==> src/rtl/uart_rx_if.sv <==
// Receive-side output bundle of the UART receiver: received byte plus status strobes.
// The receiver drives it through the master modport and the consumer reads it through the slave modport.
interface uart_rx_if;
    logic [7:0] o_data;
    logic       o_valid;
    logic       o_busy;
    logic       o_frame_err;

    modport master (output o_data, o_valid, o_busy, o_frame_err);
    modport slave  (input  o_data, o_valid, o_busy, o_frame_err);
endinterface

==> src/rtl/uart_rx.sv <==
// 8N1 UART receiver: 2-flop synchronizer, mid-bit sampling driven by a down-counting baud timer.
// state | meaning
// IDLE  | waiting for the line to go low
// START | timing to mid start bit and rejecting glitches
// DATA  | sampling 8 data bits, LSB first
// STOP  | sampling the stop bit and then delivering the byte or flagging a framing error
// BREAK | line held low after a bad stop bit, waiting for it to return high
module uart_rx #(
    parameter int CLKS_PER_BAUD = 1563
) (
    input  logic       i_clk,
    input  logic       i_rst_n,
    input  logic       i_uart_rx,
    uart_rx_if.master  rx_if
);
    localparam int HALF  = CLKS_PER_BAUD / 2;
    localparam int CNT_W = $clog2(CLKS_PER_BAUD);
    localparam logic [CNT_W-1:0] HALF_LOAD = CNT_W'(HALF - 1);
    localparam logic [CNT_W-1:0] BAUD_LOAD = CNT_W'(CLKS_PER_BAUD - 1);

    typedef enum logic [2:0] {IDLE, START, DATA, STOP, BREAK} state_t;

    state_t           state_q, state_d;
    logic [CNT_W-1:0] cnt_q, cnt_d;
    logic [2:0]       bit_q, bit_d;
    logic [7:0]       shift_q, shift_d;
    logic [7:0]       data_q, data_d;
    logic             valid_q, valid_d;
    logic             ferr_q, ferr_d;
    logic             rx_meta, rx_s;
    logic             tick;

    always_ff @(posedge i_clk or negedge i_rst_n) begin
        if (!i_rst_n) begin
            rx_meta <= 1'b1;
            rx_s    <= 1'b1;
        end else begin
            rx_meta <= i_uart_rx;
            rx_s    <= rx_meta;
        end
    end

    always_ff @(posedge i_clk or negedge i_rst_n) begin
        if (!i_rst_n) begin
            state_q <= IDLE;
            cnt_q   <= '0;
            bit_q   <= '0;
            shift_q <= '0;
            data_q  <= '0;
            valid_q <= 1'b0;
            ferr_q  <= 1'b0;
        end else begin
            state_q <= state_d;
            cnt_q   <= cnt_d;
            bit_q   <= bit_d;
            shift_q <= shift_d;
            data_q  <= data_d;
            valid_q <= valid_d;
            ferr_q  <= ferr_d;
        end
    end

    assign tick = (cnt_q == '0);

    // Every sample point reloads the full bit period, so sample positions never accumulate drift.
    always_comb begin
        state_d = state_q;
        cnt_d   = cnt_q;
        bit_d   = bit_q;
        shift_d = shift_q;
        data_d  = data_q;
        valid_d = 1'b0;
        ferr_d  = 1'b0;
        case (state_q)
            IDLE: begin
                if (!rx_s) begin
                    state_d = START;
                    cnt_d   = HALF_LOAD;
                end
            end
            START: begin
                if (!tick) begin
                    cnt_d = cnt_q - CNT_W'(1);
                end else if (rx_s) begin
                    state_d = IDLE;
                end else begin
                    state_d = DATA;
                    bit_d   = '0;
                    cnt_d   = BAUD_LOAD;
                end
            end
            DATA: begin
                if (!tick) begin
                    cnt_d = cnt_q - CNT_W'(1);
                end else begin
                    shift_d[bit_q] = rx_s;
                    cnt_d          = BAUD_LOAD;
                    if (bit_q == 3'd7) begin
                        state_d = STOP;
                    end else begin
                        bit_d = bit_q + 3'd1;
                    end
                end
            end
            STOP: begin
                if (!tick) begin
                    cnt_d = cnt_q - CNT_W'(1);
                end else if (rx_s) begin
                    data_d  = shift_q;
                    valid_d = 1'b1;
                    state_d = IDLE;
                end else begin
                    ferr_d  = 1'b1;
                    state_d = BREAK;
                end
            end
            BREAK: begin
                if (rx_s) begin
                    state_d = IDLE;
                end
            end
            default: state_d = IDLE;
        endcase
    end

    assign rx_if.o_data      = data_q;
    assign rx_if.o_valid     = valid_q;
    assign rx_if.o_frame_err = ferr_q;
    assign rx_if.o_busy      = (state_q != IDLE);
endmodule
==> src/flat_wrapper.sv <==
// flat-port wrapper written by rule: the top's interface ports become plain ports
module uart_rx_flat 
#(
    parameter int CLKS_PER_BAUD = 1563
)
  (i_clk, i_rst_n, i_uart_rx, rx_if_o_data, rx_if_o_valid, rx_if_o_busy, rx_if_o_frame_err);
  uart_rx_if rx_if_i ();
  input  logic i_clk;
  input  logic i_rst_n;
  input  logic i_uart_rx;
  output wire logic [$bits(rx_if_i.o_data)-1:0] rx_if_o_data;
  output wire logic [$bits(rx_if_i.o_valid)-1:0] rx_if_o_valid;
  output wire logic [$bits(rx_if_i.o_busy)-1:0] rx_if_o_busy;
  output wire logic [$bits(rx_if_i.o_frame_err)-1:0] rx_if_o_frame_err;
  assign rx_if_o_data = rx_if_i.o_data;
  assign rx_if_o_valid = rx_if_i.o_valid;
  assign rx_if_o_busy = rx_if_i.o_busy;
  assign rx_if_o_frame_err = rx_if_i.o_frame_err;
  uart_rx #(.CLKS_PER_BAUD(CLKS_PER_BAUD)) u_core (.i_clk(i_clk), .i_rst_n(i_rst_n), .i_uart_rx(i_uart_rx), .rx_if(rx_if_i));
endmodule
==> config.mk <==
export PLATFORM = sky130hd
export DESIGN_NAME = uart_rx_flat
export DESIGN_NICKNAME = d
export VERILOG_FILES = /design/src/rtl/uart_rx_if.sv /design/src/rtl/uart_rx.sv /design/src/flat_wrapper.sv
export SDC_FILE = /design/constraint.sdc
export NUM_CORES = 1
export LEC_CHECK = 0
export BUFFER_PORTS_ARGS = -buffer_cell sky130_fd_sc_hd__clkbuf_2
export CAP_MARGIN = 15
export CELL_PAD_IN_SITES_DETAIL_PLACEMENT = 1
export CELL_PAD_IN_SITES_GLOBAL_PLACEMENT = 1
export CORE_UTILIZATION = 46
export DETAILED_ROUTE_END_ITERATION = 7
export PLACE_DENSITY = 0.84
export SLEW_MARGIN = 10
export SYNTH_ARGS = -nofsm -noshare
export SYNTH_HDL_FRONTEND = slang
export SYNTH_SLANG_ARGS = --single-unit
==> constraint.sdc <==
create_clock -name i_clk -period 2.5 [get_ports i_clk]
set_input_delay 0.25 -clock i_clk [delete_from_list [all_inputs] [get_ports i_clk]]
set_output_delay 0.25 -clock i_clk [all_outputs]
set_load 0.05 [all_outputs]
==> flow_summary.ini <==
[outcome]
status = finished clean

[worst_hold_path]
hold_depth = 1
worstHoldStart = i_uart_rx
hp-class = primary input to register

[worst_setup_path]
regToRegStartpoint = u_core.cnt_q[0]
end_kind = register
crit_fanout = 6
start_kind = register
crit_arrival_ps = 2520
setup.worst_path.start = u_core.cnt_q[0]
required_ps = 2680
r2r_cells = 6
crit_type = register to register

[global_route]
grt_max_degree = 38
grt_overflow = 0
grt.total_usage_pct = 24.6
grt_pass1_wl_um = 7660
grt_pass1_vias = 1549
grt_antenna_before_repair = 0

[place]
place_congestion = 0.868
post-place-ws_ps = 3.49
io_buffer_count = 13
dpl.cell_count = 235
place_hpwl_um = 3320
dpl_cell_area_um2 = 1980

[timing]
timing.final.crit_share_pct = 93.8
fin_crit_ps = 2350
setup_slack_ps = 155
drv_slew = 0
hold_viol_final = 0
worst_pin_slew_ps = 913
maxSlewHeadroom_pct = 39.2
rsz0062_at_grt = false
holdWs_ps = 41.3
fin_skew_ps = 7.59
setup_viol = 0
fmax_ghz = 0.426

[power_and_ir_drop]
p_per_area_nw_per_um2 = 546
p_seq_share_pct = 52.3
pwr-share-comb_pct = 1.3
irDropWorstVdd_mv = 0.397
p_int_uw = 927
p_sw_share_pct = 19.9
power_switching_uw = 230
power_frac_clock_pct = 46.4
power_leakage_nw = 0.935

[final_layout]
final_common_cell = dfrtp_1
diodes = 0
instances_no_fill = 243
areaGrowthSynthToFinish_pct = 13.9
nets = 201
stdcell_area_um2 = 2120
mostFrequentLayoutCells = dfrtp_1 (35), nor2_1 (19), mux2_2 (14)
nFillCells = 412
drive_above_1_share_pct = 27.2

[logic_synthesis]
seq_area_frac_synth_pct = 49.9
synth_area_um2 = 1860
synth_cells = 180
synth_seq_cells = 37
synth.distinct_cells = 42
yosys_warnings = 0
post_synth.cell_area_avg_um2 = 10.3
syn_nets = 187

[floorplan]
initial_core_util_pct = 49.3
die_x_um = 65.6
die_area_um2 = 4300
placement_rows = 22
core-area_um2 = 3770
die_y_um = 65.6
ios = 14

[detailed_routing]
avgRoutedWirePerCell_um = 19.0
drcViolationCount = 0
vias = 1480
drtPass1Iterations = 4
drt_first_iter_violations = 56
vias_per_cell = 6.09
drtAntennaViolNets = 0
drt-total-wl_um = 4610

[clock_network]
cts.sinks = 37
root_buffer = clkbuf_8
cts_tree = done
cts_setup_buffers = 0
postCtsHoldBufs = 0
path_clk_slew_ps = 80
cts_htree_levels = 2
cts_resized = 0
clock_latency_ps = 290
numCtsBuffers = 5
cts_buffer_depth = 2

[job]
drv_cap = 0
## final timing paths
check                           slack [ps]                endpoint
worst max-delay path                   150       u_core.shift_q[5]
worst min-delay path                    40          u_core.rx_meta
worst max register to register         150       u_core.shift_q[5]
worst min register to register         360             u_core.rx_s
max in group asynchronous             1850         u_core.cnt_q[5]
min in group asynchronous               70  u_core.rx_if.o_data[4]
## worst max-delay path: stages (launching register included)
cell and delay, ps:
dfrtp_1 400, inv_1 110, ha_1 150, or4b_4 500
or3_4 390, nor4_2 320, mux2_1 360
## power by group through the flow
stage / logic [mW] / registers (mW) / clock network (mW)
final: 0.0152 / 0.605 / 0.537
after global routing: 0.0183 / 0.605 / 0.567
after CTS: 0.0162 / 0.605 / 0.549
after detailed placement: 0.0162 / 0.616 / 0
after global placement: 0.0152 / 0.616 / 0
after floorplan: 0.00376 / 0.614 / 0
## Yosys cell counts (all sizes together)
library cell,count,area [µm²]
a2111oi,1,8.76
a211oi,2,15.0
a21o,1,7.51
a21oi,12,60.1
a22o,2,17.5
a22oi,2,15.0
a311oi,1,8.76
a31oi,1,6.26
buf,6,35.0
clkbuf,5,18.8
dfrtp,35,876
dfstp,2,52.6
ha,4,50.1
inv,5,18.8
mux2,17,191
nand2,9,33.8
nand2b,2,12.5
nand3,4,20.0
nor2,19,71.3
nor2b,1,6.26
nor3,7,46.3
nor3b,1,7.51
nor4,4,25.0
o211ai,1,7.51
o21a,1,7.51
o21ai,9,45.0
o22a,1,8.76
o22ai,1,6.26
o31ai,4,30.0
o41a,1,11.3
o41ai,1,8.76
or2,3,18.8
or3,10,67.6
or3b,2,17.5
or4,1,7.51
or4b,1,10.0
xnor2,1,8.76
## layer usage
layer	global-route usage, %	up-vias	share of wire, %	wire length [µm]
met5	0	-	0	0
met4	11.7	0	2.8	131
met3	5.73	14	3.1	141
met2	40.7	33	51	2370
met1	30.0	746	43	1970
li1	-	687	-	-
## stage by stage
stage                     util, %  total power [mW]  setup TNS (ps)
after floorplan                 -             0.617               0
final                        56.2              1.16               0
after global placement       52.5             0.631               0
after global routing         56.2              1.19               0
after detailed placement     52.5             0.633               0
after CTS                    55.7              1.17           -22.1
## cells by family (layout without fill, tap and decap cells)
kind of cell | count (synthesis) | count (layout) | share of synthesized area (%)
simple gates | 64 | 64 | 18.5
xor+xnor | 1 | 1 | 0.471
buf+inv | 16 | 31 | 3.90
flops | 37 | 37 | 49.9
fa+ha+maj | 4 | 4 | 2.69
compound gates | 41 | 41 | 14.2
mux | 17 | 17 | 10.3
## state kept, by name, summed over array words and instances (netlist names)
signal	count
u_core.cnt_q	11
u_core.rx_if.o_data	8
u_core.shift_q	8
u_core.bit_q	3
u_core.state_q	3
u_core.rx_if.o_frame_err	1
u_core.rx_if.o_valid	1
u_core.rx_meta	1
u_core.rx_s	1
## area by class of cell
cell class,instances,area (µm²),share of cell area (%)
Clock inverter,2,37.5,1.77
Clock buffer,6,82.6,3.90
Multi-Input combinational cell,127,876,41.3
Inverter,5,18.8,0.886
Tap cell,48,60.1,2.84
Timing Repair Buffer,18,115,5.43
Sequential cell,37,928,43.8
(Power assumes the default switching activity.)
